File: config.mk
export PLATFORM = sky130hd
export DESIGN_NAME = rps_match_ctrl_flat
export DESIGN_NICKNAME = d
export VERILOG_FILES = /design/src/rtl/rps_match_if.sv /design/src/rtl/rps_match_ctrl.sv /design/src/flat_wrapper.sv
export SDC_FILE = /design/constraint.sdc
export NUM_CORES = 1
export LEC_CHECK = 0
export BUFFER_PORTS_ARGS = -buffer_cell sky130_fd_sc_hd__buf_2
export CORE_ASPECT_RATIO = 2
export CORE_MARGIN = 2
export CORE_UTILIZATION = 61
export DETAILED_ROUTE_END_ITERATION = 7
export PLACE_DENSITY_LB_ADDON = 0.2
export SYNTH_ARGS = -nofsm -noshare
export SYNTH_HDL_FRONTEND = slang
export SYNTH_SLANG_ARGS = --single-unit
File: constraint.sdc
create_clock -name CLK -period 3.2 [get_ports CLK]
set_input_delay 0.16 -clock CLK [delete_from_list [all_inputs] [get_ports CLK]]
set_output_delay 0.16 -clock CLK [all_outputs]
set_load 0.02 [all_outputs]
File: src/rtl/rps_match_if.sv
// rps_match_if: move/strobe inputs and result/display outputs of the
// rock-paper-scissors match controller.
//   slave  : controller side (moves and strobes in, result and display out)
//   master : stimulus side (switch/button driver, board pins reader)
interface rps_match_if;
  logic [2:0] user;          // user move, one-hot 100/010/001
  logic [2:0] compu;         // computer move, same encoding
  logic       play;          // round commit strobe
  logic       new_match;     // restart match, any state
  logic       ready;         // play will be accepted
  logic [1:0] winornot;      // 10 user, 01 computer, 00 tie, 11 invalid
  logic       match_over;    // match finished
  logic [1:0] match_winner;  // 10 user, 01 computer, 00 not over
  logic       beep;          // buzzer drive
  logic [7:0] seg;           // segments of the active digit
  logic [3:0] COM;           // digit select, 1011 user / 1110 computer

  modport slave (
    input  user, compu, play, new_match,
    output ready, winornot, match_over, match_winner, beep, seg, COM
  );
  modport master (
    output user, compu, play, new_match,
    input  ready, winornot, match_over, match_winner, beep, seg, COM
  );
endinterface

File: src/rtl/rps_match_ctrl.sv
// rps_match_ctrl: judges rock-paper-scissors rounds, keeps both scores,
// ends a first-to-WIN_SCORE match, drives beep and the 2-digit scanned
// 7-segment score display. Single clock; counters replace divided clocks.
// Ports:
//   CLK, RST : clock, synchronous active-high reset
//   bus      : rps_match_if.slave (moves, play/new_match in; ready,
//              winornot, match_over, match_winner, beep, seg, COM out)
// Optional build macro RPS_MATCH_BLINK_EN: winner digit blinks in OVER
// with BLINK_DIV-cycle phases; otherwise BLINK_DIV is unused.
module rps_match_ctrl #(
  parameter int unsigned WIN_SCORE   = 3,
  parameter int unsigned SCAN_DIV    = 250000,
  parameter int unsigned HOLD_CYCLES = 25000000,
  parameter int unsigned BEEP_CYCLES = 12500000,
  parameter int unsigned BLINK_DIV   = 12500000
) (
  input  logic        CLK,
  input  logic        RST,
  rps_match_if.slave  bus
);
  typedef enum logic [1:0] {IDLE = 2'd0, JUDGE = 2'd1, HOLD = 2'd2, OVER = 2'd3} state_t;

  localparam int SCAN_W = $clog2(SCAN_DIV);
  localparam int HOLD_W = $clog2(HOLD_CYCLES + 1);
  localparam int BEEP_W = $clog2(BEEP_CYCLES + 1);
  localparam logic [3:0] WIN   = 4'(WIN_SCORE);
  localparam logic [3:0] COM_U = 4'b1011;
  localparam logic [3:0] COM_C = 4'b1110;
  localparam logic [7:0] BLANK = 8'b11111110;

  state_t            state_q, state_d;
  logic              ready_q, ready_d, over_q, over_d;
  logic [1:0]        win_q, win_d, res_q, res_d;
  logic [3:0]        usc_q, usc_d, csc_q, csc_d, com_q, com_d;
  logic [2:0]        mu_q, mu_d, mc_q, mc_d;
  logic [HOLD_W-1:0] hold_q, hold_d;
  logic [BEEP_W-1:0] beep_q, beep_d;
  logic [SCAN_W-1:0] scan_q, scan_d;
`ifdef RPS_MATCH_BLINK_EN
  localparam int BLINK_W = $clog2(BLINK_DIV + 1);
  logic [BLINK_W-1:0] blink_q, blink_d;
  logic               bph_q, bph_d;
`endif

  function automatic logic onehot3(input logic [2:0] m);
    return (m == 3'b100) || (m == 3'b010) || (m == 3'b001);
  endfunction

  function automatic logic [7:0] digit(input logic [3:0] s);
    case (s)
      4'd0: digit = 8'b00000010;
      4'd1: digit = 8'b10011110;
      4'd2: digit = 8'b00100100;
      4'd3: digit = 8'b00001100;
      4'd4: digit = 8'b10011000;
      4'd5: digit = 8'b01001000;
      4'd6: digit = 8'b01000000;
      4'd7: digit = 8'b00011010;
      4'd8: digit = 8'b00000000;
      4'd9: digit = 8'b00001000;
      default: digit = BLANK;
    endcase
  endfunction

  logic uwin;
  assign uwin = (mu_q == 3'b100 && mc_q == 3'b010) || (mu_q == 3'b010 && mc_q == 3'b001) ||
                (mu_q == 3'b001 && mc_q == 3'b100);

  always_comb begin
    state_d = state_q; ready_d = ready_q; over_d = over_q; win_d = win_q;
    res_d = res_q; usc_d = usc_q; csc_d = csc_q; com_d = com_q;
    mu_d = mu_q; mc_d = mc_q; hold_d = hold_q; beep_d = beep_q; scan_d = scan_q;
`ifdef RPS_MATCH_BLINK_EN
    blink_d = blink_q; bph_d = bph_q;
    if (state_q == OVER) begin
      if (blink_q == BLINK_W'(BLINK_DIV - 1)) begin
        blink_d = '0;
        bph_d   = ~bph_q;
      end else blink_d = blink_q + 1'b1;
    end
`endif
    // free-running digit scan; an unexpected COM recovers to the user digit
    if (scan_q == SCAN_W'(SCAN_DIV - 1)) begin
      scan_d = '0;
      com_d  = (com_q == COM_U) ? COM_C : COM_U;
    end else scan_d = scan_q + 1'b1;
    if (beep_q != '0) beep_d = beep_q - 1'b1;

    case (state_q)
      IDLE: if (bus.play) begin
        mu_d = bus.user; mc_d = bus.compu;
        state_d = JUDGE; ready_d = 1'b0;
      end
      JUDGE: begin
        state_d = HOLD;
        hold_d  = '0;
        if (!onehot3(mu_q) || !onehot3(mc_q)) res_d = 2'b11;
        else if (mu_q == mc_q) res_d = 2'b00;
        else if (uwin) begin
          res_d  = 2'b10;
          usc_d  = usc_q + 4'd1;
          beep_d = BEEP_W'(BEEP_CYCLES);
          if (usc_q + 4'd1 == WIN) begin
            state_d = OVER; over_d = 1'b1; win_d = 2'b10;
          end
        end else begin
          res_d = 2'b01;
          csc_d = csc_q + 4'd1;
          if (csc_q + 4'd1 == WIN) begin
            state_d = OVER; over_d = 1'b1; win_d = 2'b01;
          end
        end
`ifdef RPS_MATCH_BLINK_EN
        blink_d = '0; bph_d = 1'b0;
`endif
      end
      HOLD: if (hold_q == HOLD_W'(HOLD_CYCLES - 1)) begin
        state_d = IDLE; ready_d = 1'b1;
      end else hold_d = hold_q + 1'b1;
      default: ;  // OVER waits for new_match
    endcase

    // new_match overrides everything, including a same-cycle play
    if (bus.new_match) begin
      state_d = IDLE; ready_d = 1'b1; over_d = 1'b0; win_d = 2'b00;
      res_d = 2'b00; usc_d = '0; csc_d = '0; beep_d = '0; hold_d = '0;
    end
  end

  always_ff @(posedge CLK) begin
    if (RST) begin
      state_q <= IDLE; ready_q <= 1'b1; over_q <= 1'b0; win_q <= 2'b00;
      res_q <= 2'b00; usc_q <= '0; csc_q <= '0; com_q <= COM_U;
      mu_q <= '0; mc_q <= '0; hold_q <= '0; beep_q <= '0; scan_q <= '0;
`ifdef RPS_MATCH_BLINK_EN
      blink_q <= '0; bph_q <= 1'b0;
`endif
    end else begin
      state_q <= state_d; ready_q <= ready_d; over_q <= over_d; win_q <= win_d;
      res_q <= res_d; usc_q <= usc_d; csc_q <= csc_d; com_q <= com_d;
      mu_q <= mu_d; mc_q <= mc_d; hold_q <= hold_d; beep_q <= beep_d; scan_q <= scan_d;
`ifdef RPS_MATCH_BLINK_EN
      blink_q <= blink_d; bph_q <= bph_d;
`endif
    end
  end

  logic [7:0] seg_c;
  always_comb begin
    seg_c = BLANK;
    if (com_q == COM_U) begin
      seg_c = digit(usc_q);
`ifdef RPS_MATCH_BLINK_EN
      if (state_q == OVER && win_q == 2'b10 && bph_q) seg_c = BLANK;
`endif
    end else if (com_q == COM_C) begin
      seg_c = digit(csc_q);
`ifdef RPS_MATCH_BLINK_EN
      if (state_q == OVER && win_q == 2'b01 && bph_q) seg_c = BLANK;
`endif
    end
  end

  assign bus.ready        = ready_q;
  assign bus.winornot     = res_q;
  assign bus.match_over   = over_q;
  assign bus.match_winner = win_q;
  assign bus.beep         = (beep_q != '0);
  assign bus.seg          = seg_c;
  assign bus.COM          = com_q;
endmodule
File: src/flat_wrapper.sv
// flat-port wrapper written by rule: the top's interface ports become plain ports
module rps_match_ctrl_flat 
#(
  parameter int unsigned WIN_SCORE   = 3,
  parameter int unsigned SCAN_DIV    = 250000,
  parameter int unsigned HOLD_CYCLES = 25000000,
  parameter int unsigned BEEP_CYCLES = 12500000,
  parameter int unsigned BLINK_DIV   = 12500000
)
  (CLK, RST, bus_user, bus_compu, bus_play, bus_new_match, bus_ready, bus_winornot, bus_match_over, bus_match_winner, bus_beep, bus_seg, bus_COM);
  rps_match_if bus_i ();
  input  logic CLK;
  input  logic RST;
  input wire logic [$bits(bus_i.user)-1:0] bus_user;
  input wire logic [$bits(bus_i.compu)-1:0] bus_compu;
  input wire logic [$bits(bus_i.play)-1:0] bus_play;
  input wire logic [$bits(bus_i.new_match)-1:0] bus_new_match;
  output wire logic [$bits(bus_i.ready)-1:0] bus_ready;
  output wire logic [$bits(bus_i.winornot)-1:0] bus_winornot;
  output wire logic [$bits(bus_i.match_over)-1:0] bus_match_over;
  output wire logic [$bits(bus_i.match_winner)-1:0] bus_match_winner;
  output wire logic [$bits(bus_i.beep)-1:0] bus_beep;
  output wire logic [$bits(bus_i.seg)-1:0] bus_seg;
  output wire logic [$bits(bus_i.COM)-1:0] bus_COM;
  assign bus_i.user = bus_user;
  assign bus_i.compu = bus_compu;
  assign bus_i.play = bus_play;
  assign bus_i.new_match = bus_new_match;
  assign bus_ready = bus_i.ready;
  assign bus_winornot = bus_i.winornot;
  assign bus_match_over = bus_i.match_over;
  assign bus_match_winner = bus_i.match_winner;
  assign bus_beep = bus_i.beep;
  assign bus_seg = bus_i.seg;
  assign bus_COM = bus_i.COM;
  rps_match_ctrl #(.WIN_SCORE(WIN_SCORE), .SCAN_DIV(SCAN_DIV), .HOLD_CYCLES(HOLD_CYCLES), .BEEP_CYCLES(BEEP_CYCLES), .BLINK_DIV(BLINK_DIV)) u_core (.CLK(CLK), .RST(RST), .bus(bus_i));
endmodule
After elaboration in Yosys (flattened, before gate mapping)
Memory sizes are Yosys's and may differ from the RTL's. A register that Yosys moved wholly into a read port is not among the register bits.
Index checks and enable logic that the tools add are counted.
{"block": "op_classes", "add_sub_neg": 5, "multipliers": 0, "div_mod_pow": 0, "order_cmp": 0, "n_eq_ne": 19, "n_shift": 0, "muxes": 34, "bitwise": 3, "n_reduce_logical": 27}
{"op": "$mux W24", "n": 5}
{"op": "$pmux W25 S2", "n": 1}
{"op": "$add A25 B1 Y25 const B", "n": 1}
{"op": "$eq A25 B25 Y1 const B", "n": 1}
{"op": "$mux W25", "n": 1}
{"op": "$reduce_bool A24 Y1", "n": 1}
{"op": "$sub A24 B1 Y24 const B", "n": 1}
{"op": "$mux W2", "n": 11}
{"op": "$add A18 B1 Y18 const B", "n": 1}
{"op": "$eq A18 B18 Y1 const B", "n": 1}
{"op": "$mux W4", "n": 4}
{"op": "$mux W8", "n": 2}
{"op": "$add A4 B1 Y4 const B", "n": 2}
{"op": "$eq A4 B2 Y1 const B", "n": 2}
{"op": "$eq A4 B4 Y1 const B", "n": 2}
{"op": "$reduce_and A4 Y1", "n": 2}
{"op": "$logic_or A1 B1 Y1", "n": 7}
{"op": "$mux W1", "n": 7}
{"op": "$eq A3 B1 Y1 const B", "n": 2}
{"op": "$eq A3 B2 Y1 const B", "n": 2}
{"op": "$eq A3 B3 Y1 const B", "n": 2}
{"op": "$ne A2 B2 Y1 const B", "n": 3}
{"op": "$pmux W2 S3", "n": 1}
{"op": "$reduce_and A3 Y1", "n": 2}
{"op": "other kinds (15)", "n": 24}
{"block": "totals", "regBits": 93, "latchBits": 0, "mem_bits_rw": 0, "rom_bits": 224, "in_bits": 10, "output_inout_bits": 19, "wordCells": 103, "memories": 2}
{"memory": "(name not given)", "depth": 16, "width": 7, "rd": 1, "rd_clocked_by_memory_dff": 1, "wr": 0, "line_no": "rps_match_ctrl.sv:50", "source": "case (s)"}
{"memory": "(name not given)", "depth": 16, "width": 7, "rd": 1, "rd_clocked_by_memory_dff": 1, "wr": 0, "line_no": "rps_match_ctrl.sv:50"}

Depth between registers and ports, before layout
{"block": "depth", "depth_word": 9, "ltp_mapped": 13}

Least setup slack after synthesis
OpenSTA, ideal clock, no wires.
{"block": "synth_path", "kind": "flip-flop to flip-flop", "start": "register u_core.mu_q[0]", "end": "register with a tool-made name", "setup_ps": 114, "arrival_time_ps": 2625, "required_ps": 3086, "setup_slack_ps": 461, "stages_incl_launch_ff": 13, "n_path_buf": 2, "cell_sequence": "dfxtp_1 buf_2 or3b_1 o21ai_1 o211a_1 clkbuf_1 nor2_1 a211oi_1 ha_1 o21ai_0 o21ai_0 a221oi_1 a21o_1"}
{"item": "from (decl)", "line_no": "rps_match_ctrl.sv:35", "source": "logic [2:0] mu_q, mu_d, mc_q, mc_d;"}
{"item": "from (signal assigned)", "line_no": "rps_match_ctrl.sv:141", "source": "mu_q <= mu_d; mc_q <= mc_d; hold_q <= hold_d; beep_q <= beep_d; scan_q <= scan_d;"}

==> impl_results.md <==
- Peak Freq: 337 MHz
- Status: complete, no violations
- Post-synth EDFFs: 0
- P_leak: about 2.2 nW
- Pwr/cell area: slightly below 800 nW/um2
- Async set-reset flop share out of synthesis: 0%
- Cell Chain, Critical Path: nor4_1 > and3_1 > o211a_1 > nor2_1 > a211oi_1 > ha_1 > o21ai_0 > o21ai_0 > a221oi_1 > a21o_1
- Vias: around 4.4k
- Required @ worst endpoint: around 3400 ps
- Mapped Area: about 5300 um2
- Initial Util: 62.9%
- Post-Layout Cell Count: about 730
- Final setup vio count: 0
- Final min period: roughly 3000 ps
- CTS root buffer: clkbuf_16
- Worst Path Max Fanout: 12
- Final Hold Fails: 0
- Sequential fraction of the synthesis area: 40.0%
- Worst setup SP type: flop
- DRT Wirelength: ~12000 um
- RD Place Congestion: just over 0.9
- CTS Buf Count: 9
- WHS: roughly 55 ps
- # DRC: 0
- Worst Tran Pin Value: 554 ps
- Top FF cell, synth: dfxtp_1
- CP max stage cell: a211oi_1
- Die area: ~9400 um2
- Post-DP HPWL: ~9000 um
- Clock Pin Slew Worst Setup and Hold Paths: 60 ps
- Clk sink count: 105
- Largest net degree at the start of global routing: 26
- Die height: 135 um
- Critical path's most frequent cell: o21ai_0
- Htree depth: 3
- All-Layer GR Usage: around a quarter
- Vias in the first global route: roughly 4.5k
- Period utilisation layout: between 90% and 100%
- Final core occ: slightly below 70%
- Detailed Route Iter0 Violations: between 200 and 250
- Dpl cells: slightly above 700
- Clk_skew: 4.32 ps
- Boundary Pins: 29
- Yosys warns: 0
- Grt total ovfl: 0
- Top-area cell type share of the netlist area: 40.0%
- Max-slew headroom: a little over three fifths
- Post-synth top area cell: dfxtp_1
- Avg Inst Size Synth: just under 9 um2
- Nets: between 600 and 700
- Max VDD drop: slightly above 0.0004 V
- Final-report max-slew violation count: 0
- Max-Cap Viols: 0
- Top post-synthesis cells by area: dfxtp_1, nor2_1, xnor2_1, ha_1, a21oi_1
- Syn Inst Count: just over 600
- Hold/Removal Path Class: input port to flop
- Longest Clk Path Bufs: 2
- Synth unique cells: 70
- CTS tree: done
- First-pass GRT wire length: 19800 um
- Antenna diode count: 0
- Placeable Area: between 8000 and 9000 um2
- Resize count post-CTS: 0
- I/O Buffers: 25
- Later-pin clock latency in the skew report: between 300 and 400 ps
- Largest stage delay, worst path: ~470 ps
- Setup Fix Bufs, Post-CTS: 0
- Row count: between 40 and 50
- Mean routed wirelength per cell: ~16 um
- Layout area overhead: 8.98%
- CTS Hold Bufs: 0
- Vias per cell: between 6 and 7
- Detail Route Antenna Nets: 0
- Yosys reg bits: 105
- CP Capture Type: flop
- Antenna violations before repair: 0
- Fin Setup TNS: 0 ps
- Chip width: between 60 and 70 um
- Unrepaired setup endpoints after global routing: no
- Share of cells above drive strength 1: a little over an eighth
- Drt first pass iters: 5
- CP Data Arrival Time: roughly 3200 ps
- Critical path class: flop to flop
## critical path: cells and delay by family, from the launching register on
family	cells	cell delay [ps]
compound gates	6	1390
fa+ha+maj	1	300
flops	1	370
simple gates	3	790
## report_power, final
| part | leakage, nW | switching, mW | internal (mW) |
|---|---|---|---|
| Clock | 0.148 | 0.446 | 0.674 |
| Combinational | 1.17 | 0.986 | 0.744 |
| Sequential | 0.850 | 0.155 | 1.46 |
## path summary, 6_finish.rpt
path | end | startpoint | depth (start not counted) | slack, ps
worst min register to register | u_core.scan_q[0] | u_core.scan_q[0] | 1 | 460
worst max-delay path | flop | u_core.mu_q[2] | 10 | 230
worst min-delay path | u_core.mc_q[2] | bus_compu[2] | 3 | 50
worst max register to register | flop | u_core.mu_q[2] | 10 | 230
## cell type report
class | instances | area (um2)
clock inverters | 4 | 70.1
well taps | 98 | 123
fillers | 692 | 2620
clock buffers | 10 | 229
repair buffers | 31 | 170
multi-input cells | 460 | 2960
flip-flops and latches | 105 | 2100
inverters | 19 | 71.3
## stage by stage
step	cell area (um2)	power (mW)	setup WS (ps)
after floorplan	5260	3.02	461
after global placement	5430	3.27	521
after detailed placement	5430	3.34	394
after CTS	5730	4.48	260
after global routing	5730	4.76	86.6
final	5730	4.46	234
## metal layers
| layer | vias to the layer above | wire [um] | global-route usage [%] |
|---|---|---|---|
| li1 | 2161 | - | - |
| met1 | 2118 | 4070 | 24.3 |
| met2 | 96 | 6830 | 52.2 |
| met3 | 39 | 344 | 3.20 |
| met4 | 0 | 612 | 17.5 |
| met5 | - | 0 | 0 |
## placed cells by master, fill, tap and decap left out, drive strengths merged, types with 13 or more instances in the layout
master  count
inv        19
o21ai      17
nor3       14
a21oi      38
xor2       18
ha         18
buf        31
dfxtp     105
nand3      35
nor2       94
nand2      42
mux2i      13
xnor2      32
## synthesized netlist by cell type (3+ instances only)
cell and instances:
o31ai_1 8, nor3_1 14, a211oi_1 5, a21oi_1 37
clkbuf_2 4, nand2b_1 8, inv_1 19, ha_1 18
mux2_2 5, clkbuf_1 12, o211a_1 3, a31oi_1 7
nor2_1 93, o221a_2 3, xor2_1 18, and3_1 8
o22a_1 7, or2_2 6, or3_1 6, nor4_1 7
and2_1 7, xnor2_1 32, and4_1 3, buf_4 3
or4_4 3, o21ai_0 11, mux2i_1 12, nand4_1 9
dfxtp_1 105, nand3_1 33, o21a_1 5, nand2_1 41
## kinds of logic after synthesis
group                    count (synthesis)  share of synthesized area (%)
AO/OA/AOI/OAI                          107                           14.0
XOR/XNOR                                50                           8.33
adder cells (fa/ha/maj)                 18                           4.29
buffers and inverters                   43                           3.71
flip-flops                             105                           40.0
multiplexers                            19                           3.83
other                                    2                          0.143
AND/OR/NAND/NOR                        263                           25.7
No activity file was read; power rests on OpenSTA's default activity.
